File: src/rtl/mmac_pkg.sv
// mmac_pkg: shared widths, matrix type and job-sequencer state encoding for the 4x4 MAC.
package mmac_pkg;
    localparam int DATA_WIDTH = 16;
    localparam int CNT_WIDTH  = 8;
    localparam int JOBS_WIDTH = 16;
    typedef logic [0:3][0:3][DATA_WIDTH-1:0] mat4_t;
    typedef enum logic [1:0] {IDLE, CLEAR, ACCUM, OUT} seq_state_t;
endpackage

File: src/rtl/mmac_job_sequencer.sv
// mmac_job_sequencer: runs one accumulation job per command through the 4x4 MAC and hands back the result.
module mmac_job_sequencer #(
    parameter int DATA_WIDTH = mmac_pkg::DATA_WIDTH,
    parameter int CNT_WIDTH  = mmac_pkg::CNT_WIDTH,
    parameter int JOBS_WIDTH = mmac_pkg::JOBS_WIDTH
) (
    input  logic                                 clock,
    input  logic                                 reset,
    input  logic                                 cmd_valid,
    output logic                                 cmd_ready,
    input  logic [CNT_WIDTH-1:0]                 cmd_len,
    input  logic                                 op_valid,
    output logic                                 op_ready,
    input  logic [0:3][0:3][DATA_WIDTH-1:0]      op_matrix_1,
    input  logic [0:3][0:3][DATA_WIDTH-1:0]      op_matrix_2,
    output logic                                 mac_enable,
    output logic                                 mac_clear,
    output logic [0:3][0:3][DATA_WIDTH-1:0]      mac_matrix_1,
    output logic [0:3][0:3][DATA_WIDTH-1:0]      mac_matrix_2,
    input  logic [0:3][0:3][DATA_WIDTH-1:0]      mac_result,
    output logic                                 res_valid,
    input  logic                                 res_ready,
    output logic [0:3][0:3][DATA_WIDTH-1:0]      res_matrix,
    output logic                                 busy,
    output logic [JOBS_WIDTH-1:0]                jobs_done
);
    import mmac_pkg::*;

    seq_state_t           state;
    logic [CNT_WIDTH-1:0] remaining;

    always_ff @(posedge clock) begin
        if (reset) begin
            state     <= IDLE;
            remaining <= '0;
            jobs_done <= '0;
            cmd_ready <= 1'b1;
            op_ready  <= 1'b0;
            mac_clear <= 1'b0;
            res_valid <= 1'b0;
        end else begin
            case (state)
                IDLE: if (cmd_valid && cmd_ready) begin
                    remaining <= cmd_len;
                    state     <= CLEAR;
                    cmd_ready <= 1'b0;
                    mac_clear <= 1'b1;
                end
                CLEAR: begin
                    mac_clear <= 1'b0;
                    // a zero-length job skips straight to presenting the freshly cleared accumulator
                    if (remaining != '0) begin
                        state    <= ACCUM;
                        op_ready <= 1'b1;
                    end else begin
                        state     <= OUT;
                        res_valid <= 1'b1;
                    end
                end
                ACCUM: if (op_valid) begin
                    remaining <= remaining - CNT_WIDTH'(1);
                    if (remaining == CNT_WIDTH'(1)) begin
                        state     <= OUT;
                        op_ready  <= 1'b0;
                        res_valid <= 1'b1;
                    end
                end
                OUT: if (res_ready) begin
                    state     <= IDLE;
                    res_valid <= 1'b0;
                    cmd_ready <= 1'b1;
                    jobs_done <= jobs_done + JOBS_WIDTH'(1);
                end
                default: state <= IDLE;
            endcase
        end
    end

    // op_ready is high exactly in ACCUM, so it gates the operand path
    assign mac_enable   = op_ready & op_valid;
    assign mac_matrix_1 = op_ready ? op_matrix_1 : '0;
    assign mac_matrix_2 = op_ready ? op_matrix_2 : '0;
    assign res_matrix   = mac_result;
    assign busy         = state != IDLE;
endmodule

File: config.mk
export PLATFORM = sky130hd
export DESIGN_NAME = mmac_job_sequencer
export DESIGN_NICKNAME = d
export VERILOG_FILES = /design/src/rtl/mmac_pkg.sv /design/src/rtl/mmac_job_sequencer.sv
export SDC_FILE = /design/constraint.sdc
export NUM_CORES = 1
export LEC_CHECK = 0
export CORE_AREA = 4 4 611 613
export CTS_CLUSTER_DIAMETER = 200
export DETAILED_ROUTE_END_ITERATION = 8
export DIE_AREA = 0 0 615 617
export PLACE_DENSITY = 0.3
export SYNTH_ARGS = -nofsm -noshare
export SYNTH_HDL_FRONTEND = slang
export SYNTH_SLANG_ARGS = --single-unit
File: constraint.sdc
create_clock -name clock -period 1.7 [get_ports clock]
set_input_delay 0.255 -clock clock [delete_from_list [all_inputs] [get_ports clock]]
set_output_delay 0.255 -clock clock [all_outputs]
set_load 0.02 [all_outputs]
Word level (Yosys, flattened, before mapping)
Index checks and enable logic that the tools add are counted.
Cells by class
  add/sub/neg operators: 2
  multiply operators: 0
  divide/modulo/power cells: 0
  magnitude comparators: 0
  equal/unequal tests: 10
  shift operators: 0
  multiplexer cells: 25
  bitwise operators: 1
  reductions and logical operators: 16
Operators by type and width (count)
  2-to-1 mux 256 bit: 2
  adder 16 x 1 -> 16 bit, second input constant: 1
  2-to-1 mux 8 bit: 2
  one-hot mux 8 bit (2 select lines): 1
  != test 2 bit, second input constant: 6
  2-to-1 mux 1 bit: 11
  nonzero test 2 bit: 5
  equality test 8 x 1 -> 1 bit, second input constant: 1
  2-to-1 mux 2 bit: 4
  one-hot mux 2 bit (4 select lines): 1
  AND reduction 4 bit: 2
  nonzero test 8 bit: 1
  subtractor 8 x 1 -> 8 bit, second input constant: 1
  one-hot mux 1 bit (2 select lines): 3
  AND reduction 3 bit: 2
  AND reduction 5 bit: 1
  equality test 2 bit, second input constant: 2
  AND reduction 2 bit: 2
  one-hot mux 1 bit (3 select lines): 1
  nonzero test 3 bit: 1
  equality test 2 x 1 -> 1 bit, second input constant: 1
  logical NOT 2 bit: 1
  AND 1 bit: 1
  logical AND 1 bit: 1
Storage, ports and cells
  register bits after elaboration: 30
  bits in latches: 0
  memory bits (writable): 0
  memory bits (read-only): 0
  input port bits: 781
  output and inout bits: 790
  word-level logic and storage cells: 61
  memories kept: 0

Longest topological paths before layout
Gate-level depths: netlist of run 1.
  word-level depth: 4
  depth in mapped cells: 8
  mapped depth without buffers: 6

Least setup slack after synthesis of run 1
OpenSTA, ideal clock, no wires.
  kind: reg-to-reg
  start point: register state[0]
  end point: register jobs_done[15]
  library setup time: 0.070 ns
  arrival: 1.840 ns
  required time: 1.630 ns
  path slack: -0.211 ns
  cell stages (with the launch flop): 7
  buffers on the path: 1
  clock period less this slack: 1.911 ns
  path through: dfxtp_1 ha_1 nand3_2 or3_1 buf_2 or4_1 a21oi_1
On the way
  cells in the longest elaborated chain, start to end: 2
RTL lines
  from (decl): RTL line mmac_job_sequencer.sv:29  | seq_state_t state;
  from (signal assigned): RTL line mmac_job_sequencer.sv:34  | state <= IDLE;
  from (signal assigned): RTL line mmac_job_sequencer.sv:45  | state <= CLEAR;
  from (signal assigned): RTL line mmac_job_sequencer.sv:53  | state <= ACCUM;
  equality test 2 bit: RTL line mmac_job_sequencer.sv:42  | case (state)
  AND reduction 2 bit (no line)
  to (signal assigned): RTL line mmac_job_sequencer.sv:72  | jobs_done <= jobs_done + JOBS_WIDTH'(1);
  to (decl): RTL line mmac_job_sequencer.sv:25  | output logic [JOBS_WIDTH-1:0] jobs_done
No other way between the ends.
A chain may end at the register's enable or synchronous reset.

==> results of run 1 <==
[final cells by class]
cell class | instances | area [µm²]
Fill cell | 42800 | 340000
Clock buffer | 7 | 143
Multi-Input combinational cell | 663 | 4930
Timing Repair Buffer | 1194 | 16000
Antenna cell | 68 | 170
Clock inverter | 1 | 5.00
Inverter | 11 | 48.8
Sequential cell | 30 | 616
Tap cell | 4837 | 6050
[routing by layer]
layer,share of wire,vias up
li1,-,4787
met1,0.26,5424
met2,0.43,1521
met3,0.29,458
met4,0.017,186
met5,0.0041,-
[worst max-delay path by stage]
stage / startpoint / to
after floorplan: op_ready / mac_matrix_1[100]
after global placement: op_matrix_1[176] / mac_matrix_1[176]
after detailed placement: op_matrix_1[176] / mac_matrix_1[176]
after CTS: op_ready / mac_matrix_1[32]
after global routing: op_ready / mac_matrix_1[72]
final: op_ready / mac_matrix_1[241]
[worst max-delay path, cell delays in order, from the launching register on]
cell and delay (ns):
sky130_fd_sc_hd__dfxtp_4 0.34, sky130_fd_sc_hd__buf_12 0.14, sky130_fd_sc_hd__buf_16 0.16, sky130_fd_sc_hd__buf_6 0.16, sky130_fd_sc_hd__buf_12 0.14, sky130_fd_sc_hd__and2_4 0.14
sky130_fd_sc_hd__buf_12 0.14, sky130_fd_sc_hd__buf_12 0.13
[registers in the layout, summed over array words and instances (netlist names)]
name / cells
cmd_ready: 1
jobs_done: 16
mac_clear: 1
op_ready: 1
remaining: 8
res_valid: 1
state: 2
[cells by family after synthesis]
| group | Yosys count | synth area share |
|---|---|---|
| AOI/OAI and AO/OA | 56 | 0.0516 |
| buffers and inverters | 331 | 0.316 |
| adders and majority gates | 9 | 0.0161 |
| and+or+nand+nor | 589 | 0.519 |
| DFF | 30 | 0.0860 |
| xor gates and xnor gates | 9 | 0.0113 |
[stage by stage]
stage | setup slack, ns | utilization | hold WS [ns] | TNS (ns) | power [mW]
3_5_place_dp | -0.421 | 0.0698 | 0.478 | -44.79 | 29.7
4_1_cts | -0.292 | 0.0733 | 0.487 | -95.82 | 33.9
2_1_floorplan | 0.00997 | - | 0.415 | 0 | 9.75
5_1_grt | -0.285 | 0.0756 | 0.504 | -90.59 | 36.2
6_report | -0.250 | 0.0760 | 0.474 | -59.74 | 34.7
3_3_place_gp | -0.426 | 0.0698 | 0.469 | -42.99 | 29.8
[power groups by stage]
stage | Combinational, mW | Clock, mW | Sequential (mW)
after CTS | 31.9 | 0.981 | 0.993
after detailed placement | 28.7 | 0 | 1.06
final | 32.7 | 0.950 | 1.02
after global placement | 28.7 | 0 | 1.05
after floorplan | 8.73 | 0 | 1.02
after global routing | 34.1 | 1.01 | 1.03
[cell usage in the layout (no fill, tap or decap), types with 2 or more instances in the layout]
cell type / synthesis / final
sky130_fd_sc_hd__clkdlybuf4s50_1: 0 / 526
sky130_fd_sc_hd__buf_12: 0 / 377
sky130_fd_sc_hd__and2_1: 513 / 266
sky130_fd_sc_hd__and2_4: 0 / 243
sky130_fd_sc_hd__buf_4: 256 / 134
sky130_fd_sc_hd__buf_6: 0 / 98
sky130_fd_sc_hd__diode_2: 0 / 68
sky130_fd_sc_hd__dfxtp_1: 30 / 24
sky130_fd_sc_hd__clkdlybuf4s15_2: 0 / 21
sky130_fd_sc_hd__nand2_1: 19 / 19
sky130_fd_sc_hd__a21oi_1: 20 / 17
sky130_fd_sc_hd__clkbuf_16: 0 / 16
sky130_fd_sc_hd__nor2_1: 15 / 15
sky130_fd_sc_hd__buf_16: 0 / 15
sky130_fd_sc_hd__o21ai_0: 9 / 8
sky130_fd_sc_hd__inv_1: 11 / 7
sky130_fd_sc_hd__nand3_1: 7 / 7
sky130_fd_sc_hd__buf_8: 0 / 7
sky130_fd_sc_hd__o31ai_1: 6 / 6
sky130_fd_sc_hd__xor2_1: 5 / 5
sky130_fd_sc_hd__or4_1: 6 / 5
sky130_fd_sc_hd__nand4_1: 5 / 5
sky130_fd_sc_hd__and2_2: 0 / 4
sky130_fd_sc_hd__xnor2_1: 4 / 4
sky130_fd_sc_hd__ha_1: 9 / 4
sky130_fd_sc_hd__ha_4: 0 / 4
sky130_fd_sc_hd__inv_4: 0 / 3
sky130_fd_sc_hd__and3_1: 3 / 3
sky130_fd_sc_hd__or3_1: 3 / 3
sky130_fd_sc_hd__nand2b_1: 4 / 3
sky130_fd_sc_hd__a21oi_2: 0 / 3
sky130_fd_sc_hd__a211oi_1: 3 / 3
sky130_fd_sc_hd__dfxtp_2: 0 / 3
sky130_fd_sc_hd__dfxtp_4: 0 / 3
sky130_fd_sc_hd__and4_1: 2 / 2
sky130_fd_sc_hd__a21o_1: 2 / 2
sky130_fd_sc_hd__nor4_1: 2 / 2
sky130_fd_sc_hd__dlymetal6s2s_1: 0 / 2
[what timing repair did]
item,4_1_cts,5_1_grt
endpoints found under the setup margin,502,515
setup buffers,15,12
resized for setup,617,219
gates cloned,13,12
pin swaps,3,17
hold buffers,0,0
==> impl.org, run 1 <==
** Timing
- Clock Skew :: between 0.004 and 0.005 ns
- Remaining max-slew budget at the tightest pin :: 0.656
- The max-slew violation count came to 0.
- Setup violations remaining at the end of the flow were counted as roughly 500.
- Worst path setup slack after routing :: -0.250 ns
- Worst-margin pin slew :: ~0.51 ns
- Dividing the final minimum period by the clock period gives 1.15.
- Maximum operating frequency :: between 0.5 and 0.6 GHz
- The worst path in the final design needs a cycle of 1.95 ns, including I/O delays and setup.
- The final number of hold-violating endpoints was 0.
- Setup repair after global routing missed its margin :: true

** Power
- Of the total power, combinational logic draws 0.943.
- Dividing total power by cell area gives a power density of 1240 nW/µm².
- Of the total power, the clock network draws 0.027.
- Cell internal power was estimated by the tool at between 15 and 20 mW.
- Highest ir drop seen on vdd :: 0.000394 V
- Leakage :: approximately 9.5 nW
- Fraction of power consumed by sequential logic :: 0.029
- Switch share :: 0.488
- In this run the power spent charging and discharging nets is ~17 mW.

** Route
- In this run the remaining antenna-violating nets after routing total 0.
- Detailed-route via count :: approximately 12000
- Residual DRC count :: 0
- The detailed router finished its first iteration with between 700 and 800 violations.
- The pre-antenna-repair detailed-routing pass consisted of 4 iterations.
- Total Wirelength :: 309000 µm
- In the routed layout, each cell is associated on average with a via count of around 1.8.
- Detailed-route wire length per cell :: between 40 and 50 µm

** Run status
- The flow ran to the end, but the final reports show violations.
- The final reports fail on setup timing.

** CTS
- H-Tree Level Count :: 2
- Clock slew at the register clock pins of the worst setup and hold paths :: 0.06 ns
- TritonCTS built the clock tree.
- Maximum number of buffers from clock root to sink :: 2
- Clock tree synthesis selected as its root buffer the cell sky130_fd_sc_hd__clkbuf_16.
- # clock sinks :: 30
- Latest clock arrival within the worst-skew pair :: a little under 0.3 ns
- Total CTS buffers :: 5

** Die
- The floorplan step defined a die boundary enclosing approximately 380000 µm².
- Floorplan die height :: between 600 and 700 µm
- Effective utilization at floorplan :: 0.0190
- Row generation in the floorplan step produced 223 rows.
- Pin placement for this block handled approximately 1600 I/O pins.
- Placeable core area :: between 300000 and 400000 µm²
- Horiz. Die Dim :: just over 600 µm

** Layout
- Ratio of cells with drive above 1 in the final layout :: 0.501
- Layout area overhead :: 300%
- Nets@finish :: around 2700
- Area of all placed cells without fillers :: approximately 28000 µm²
- Leaving out filler cells and counting taps, the final layout contains just under 7000.

** Synthesis
- Synth Area per Inst :: 6.82 µm²
- Counting every net in the synthesized netlist gives about 1800.
- Biggest area contributors in the synthesized netlist :: sky130_fd_sc_hd__and2_1 (46%), sky130_fd_sc_hd__buf_4 (28%), sky130_fd_sc_hd__dfxtp_1 (8.6%)
- Yosys printed 0 warnings.
- Counting flops with a built-in enable in the synthesized netlist gives 0.
- Fraction of synthesized cell area taken by the top area cell type :: 0.459
- The mapped netlist covers around 7000 µm².
- Part of the Yosys area used for sequential elements :: 0.0860
- In this run, distinct cell masters in the synthesized netlist total 46.
- The largest total area in the synthesized netlist belongs to sky130_fd_sc_hd__and2_1.
- In the synthesized netlist, the number of instances is 1024.
- Synth Flop Type :: sky130_fd_sc_hd__dfxtp_1
- Most frequently used cell type in the post-synthesis netlist :: sky130_fd_sc_hd__and2_1
- Fraction of registers with async set/reset :: 0
- Counting instances in the post-synthesis netlist gives the leading cell types as sky130_fd_sc_hd__and2_1 (513), sky130_fd_sc_hd__buf_4 (256), sky130_fd_sc_hd__clkbuf_1 (63).
- The synthesized design contains 30 register bits.

** Place
- The count of buffers added on input and output ports is between 1000 and 1500.
- HPWL after detailed placement :: between 200000 and 300000 µm
- Number of placed instances with taps included :: ~6700
- Summing all placed instances gives a cell area of 25700 µm².
- The congestion estimate from routability-driven global placement came to 1.01.

** GRT
- Grt met2 use :: 0.240
- First-pass GRT wire length :: ~340000 µm
- The number of global-route vias before repair is 11700.
- The number of antenna violations at the first check in global routing is ~320.
- Pin count of the biggest net entering global routing :: 52
- GR Util met3 :: 0.212
- Remaining Overflow, GRT :: 0
- After global routing, the most crowded layer is met2.
- Total routing resource utilization after global routing :: 0.155
- Met1 global-route usage :: 0.115

** Worst setup path
- Kind of critical path :: reg -> out
- The worst register-to-register path begins at state[1].
- Critical Path AT :: between 1.5 and 2 ns
- Setup slack on the worst flop-to-flop path :: -0.04 ns
- Critical path peak fanout :: 10
- The worst setup path is launched from a flip-flop.
- At the worst endpoint, the required time is 1.44 ns.
- Worst reg2reg path endpoint :: jobs_done[11]
- Sort of element at the end of the critical path :: output port
- Number of cell instances on the worst register-to-register path :: 6

** Worst hold path
- Counting instances, the worst hold path has a depth of 2.
- The startpoint identified for the worst hold timing path is res_valid.
- Class of the tightest hold or removal check :: reg -> reg
- The worst hold path terminates at res_valid.

** Flow run
- Max_cap viols :: 0
Power figures use the tool's default switching activity.
==> run 2, diff against run 1 <==
--- a/config.mk
+++ b/config.mk
@@ -9,7 +9,6 @@
 export CTS_CLUSTER_DIAMETER = 200
 export DETAILED_ROUTE_END_ITERATION = 8
 export DIE_AREA = 0 0 615 617
-export PLACE_DENSITY = 0.3
 export SYNTH_ARGS = -nofsm -noshare
 export SYNTH_HDL_FRONTEND = slang
 export SYNTH_SLANG_ARGS = --single-unit
==> impl.org, run 2 (synthesized netlist as in run 1, its figures left out) <==
** Run status
- Outcome: finished, violations left (unchanged).
- Failing checks :: setup timing (unchanged)

** CTS
- CTS tree :: built (unchanged)
- The maximum level of the CTS H-tree was 2 (unchanged).
- # clock sinks :: 30 (unchanged)
- Total CTS buffers :: 5 (unchanged)
- The clock latency of the later-clocked register in the worst-skew pair is 0.29 ns (about the same).
- The buffer cell driving the clock tree root is sky130_fd_sc_hd__clkbuf_16 (unchanged).
- Clock slew at the register clock pins of the worst setup and hold paths :: 0.06 ns (about the same)
- Maximum number of buffers from clock root to sink :: 2 (unchanged)

** Timing
- The actual slew at the worst max-slew pin was 0.453 ns (was 0.514 ns).
- Setup repair after global routing missed its margin :: true (unchanged)
- The final critical-path required period came to 1.97 ns (was 1.95 ns).
- The worst setup margin was -0.271 ns (was -0.250 ns).
- The final worst hold slack is 0.436 ns (was 0.474 ns).
- Share of the clock period used by the worst path :: 1.16 (was 1.15)
- Clock Skew :: 0.0108 ns (was 0.00446 ns)
- The max-slew violation count is 0 (unchanged).
- The worst slew slack as a fraction of its limit came to 0.697 (was 0.656).
- Final setup vio count :: 492 (was 486)
- The final number of hold-violating endpoints was 0 (unchanged).
- The maximum clock rate is 0.507 GHz (was 0.513 GHz).

** Worst setup path
- The nature of the critical path endpoint is an output port (unchanged).
- Slowest CP cell :: sky130_fd_sc_hd__dfxtp_4 (unchanged)
- CP required :: 1.44 ns (about the same)
- Critical-path cell list :: buf_12 -> buf_6 -> buf_16 -> buf_12 -> buf_16 -> and2_1 -> buf_6 (was buf_12 -> buf_16 -> buf_6 -> buf_12 -> and2_4 -> buf_12 -> buf_12)
- Critical Path AT :: 1.72 ns (was 1.69 ns)
- Type of origin of the critical path :: flip-flop (unchanged)
- The peak fanout along the critical path is 9 (was 10).
- The buffer and inverter count on the worst path is 6 (unchanged).
- The family of cells with the greatest summed delay on the critical path was buffers and inverters (unchanged).
- The delay of the slowest critical-path stage is 0.35 ns (was 0.34 ns).
- The type of the setup path with the least slack is reg -> out (unchanged).

** Layout
- Most frequent cells in the layout: sky130_fd_sc_hd__clkdlybuf4s50_1 (542), sky130_fd_sc_hd__buf_12 (466), sky130_fd_sc_hd__and2_4 (334) (was sky130_fd_sc_hd__clkdlybuf4s50_1 (526), sky130_fd_sc_hd__buf_12 (377), sky130_fd_sc_hd__and2_1 (266)).
- The final-stage net count is 2876 (was 2695).
- The register with the most flip-flops is jobs_done (unchanged).
- The share of layout cells above drive strength 1 came to 0.577 (was 0.501).
- Max FFs per register :: 16 (unchanged)
- Layout area overhead :: 343% (was 300%)
- Most common cell after layout, fill and taps aside :: sky130_fd_sc_hd__clkdlybuf4s50_1 (unchanged)
- Largest registers ranked by flip-flop count :: jobs_done (16), remaining (8), state (2) (unchanged)

** Die
- Floorplan die height :: 617 µm (unchanged)
- Placeable core area :: 368000 µm² (unchanged)
- The initial cell density of the core was 0.0190 (unchanged).
- The number of top-level pins was 1571 (unchanged).
- The die boundary width is 615 µm (unchanged).
- The area of the die came to 379000 µm² (unchanged).
- Cell Rows :: 223 (unchanged)

** Power
- Highest ir drop seen on vdd :: 0.000483 V (was 0.000394 V)
- Leakage :: 11.0 nW (was 9.49 nW)
- The sum of internal, switching and leakage power is 37.9 mW (was 34.7 mW).
- Power Dens Cells :: 1230 nW/µm² (was 1240 nW/µm²)

** GRT
- Remaining Overflow, GRT :: 0 (unchanged)
- First-pass GRT wire length :: 391000 µm (was 337000 µm)
- The number of global-route vias before repair came to 13700 (was 11700).
- The number of antenna violations at the first check in global routing is 225 (was 321).
- The total routing resource utilization after global routing was 0.179 (was 0.155).
- Pin count of the biggest net entering global routing :: 32 (was 52)

** Place
- The last weighted congestion value of the routability-driven placer is 1.03 (was 1.01).
- The detailed placement HPWL was 340000 µm (was 296000 µm).
- Buffers on Ports :: 1058 (unchanged)

** Route
- The average detailed-routed wire length per instance was 50.8 µm (was 45.3 µm).
- Violation count after the first detailed-routing iteration :: 868 (was 735)
- The number of iterations in the first detailed-routing pass was 5 (was 4).
- Detailed-route via count :: 13500 (was 12400)
- The per-cell via count in the routed design is 1.93 (was 1.82).
- Residual DRC count :: 0 (unchanged)
- Total Wirelength :: 357000 µm (was 309000 µm)
- ANT nets after route :: 0 (unchanged)

** Flow run
- The total of max-cap violations came to 0 (unchanged).

** Worst hold path
- Class of the tightest hold or removal check :: in -> reg (was reg -> reg)
-- run 2: changes by cell type in the layout (fill, tap and decap cells not counted), moves of 2 or more --
cell and delta:
sky130_fd_sc_hd__clkdlybuf4s15_2 -6, sky130_fd_sc_hd__inv_4 -2, sky130_fd_sc_hd__buf_8 -3, sky130_fd_sc_hd__buf_16 +10, sky130_fd_sc_hd__diode_2 +23, sky130_fd_sc_hd__buf_12 +89, sky130_fd_sc_hd__clkdlybuf4s50_1 +16, sky130_fd_sc_hd__and2_4 +91
sky130_fd_sc_hd__buf_2 +15, sky130_fd_sc_hd__inv_2 +2, sky130_fd_sc_hd__bufbuf_16 +3, sky130_fd_sc_hd__buf_6 +9, sky130_fd_sc_hd__and2_1 -91, sky130_fd_sc_hd__buf_4 +48
-- run 2: layout make-up --
type                       count  area (µm²)
tap                         4837        6050
clock inverter                 2        12.5
timing repair buffer        1375       18700
multi-input combinational    663        5110
antenna                       91         228
inverter                      11        43.8
sequential                    30         616
clock buffer                   6         139
fill                       42600      337000
-- run 2: timing repair --
| action | in CTS | in global routing |
|---|---|---|
| cloned | 23 | 12 |
| hold buffers | 0 | 0 |
| endpoints found under the setup margin | 495 | 531 |
| setup buffers | 36 | 14 |
| pin swaps | 1 | 5 |
| resized for setup | 974 | 171 |
-- run 2: tightest hold or removal path: cells and delay by family --
kind	cells	cell delay [ns]
AND/OR/NAND/NOR	1	0.12
buffers and inverters	1	0.22
AO/OA/AOI/OAI	1	0.06
-- run 2: path summary, 6_finish.rpt --
kind | slack [ns] | end | depth (start not counted) | from
setup / recovery | -0.27 | mac_matrix_1[190] | 7 | op_ready
hold / removal | 0.44 | jobs_done[1] | 3 | res_ready
setup reg to reg | -0.06 | jobs_done[12] | 6 | state[0]
hold reg to reg | 0.54 | mac_clear | 2 | mac_clear
-- run 2: power by group --
group,internal [mW],switching (mW)
registers,0.860,0.193
clock network,0.580,0.370
logic,18.4,17.6
-- run 2: per-stage QoR --
step	area [µm²]	setup slack [ns]	std cells	util	TNS, ns
2_1_floorplan	7020	0.00997	1024	-	0
3_3_place_gp	28200	-0.475	6851	0.0767	-56.06
3_5_place_dp	28200	-0.424	6851	0.0767	-46.77
4_1_cts	30300	-0.316	6917	0.0822	-103.04
5_1_grt	30800	-0.299	6975	0.0838	-92.21
6_report	30900	-0.271	7015	0.0841	-67.26
-- run 2: metal layers --
layer / vias up / GRT usage / part of all wire
met5: - / 0.000126 / 0.0018
met4: 92 / 0.0457 / 0.028
li1: 5152 / - / -
met3: 517 / 0.246 / 0.30
met2: 1476 / 0.253 / 0.40
met1: 6278 / 0.145 / 0.27
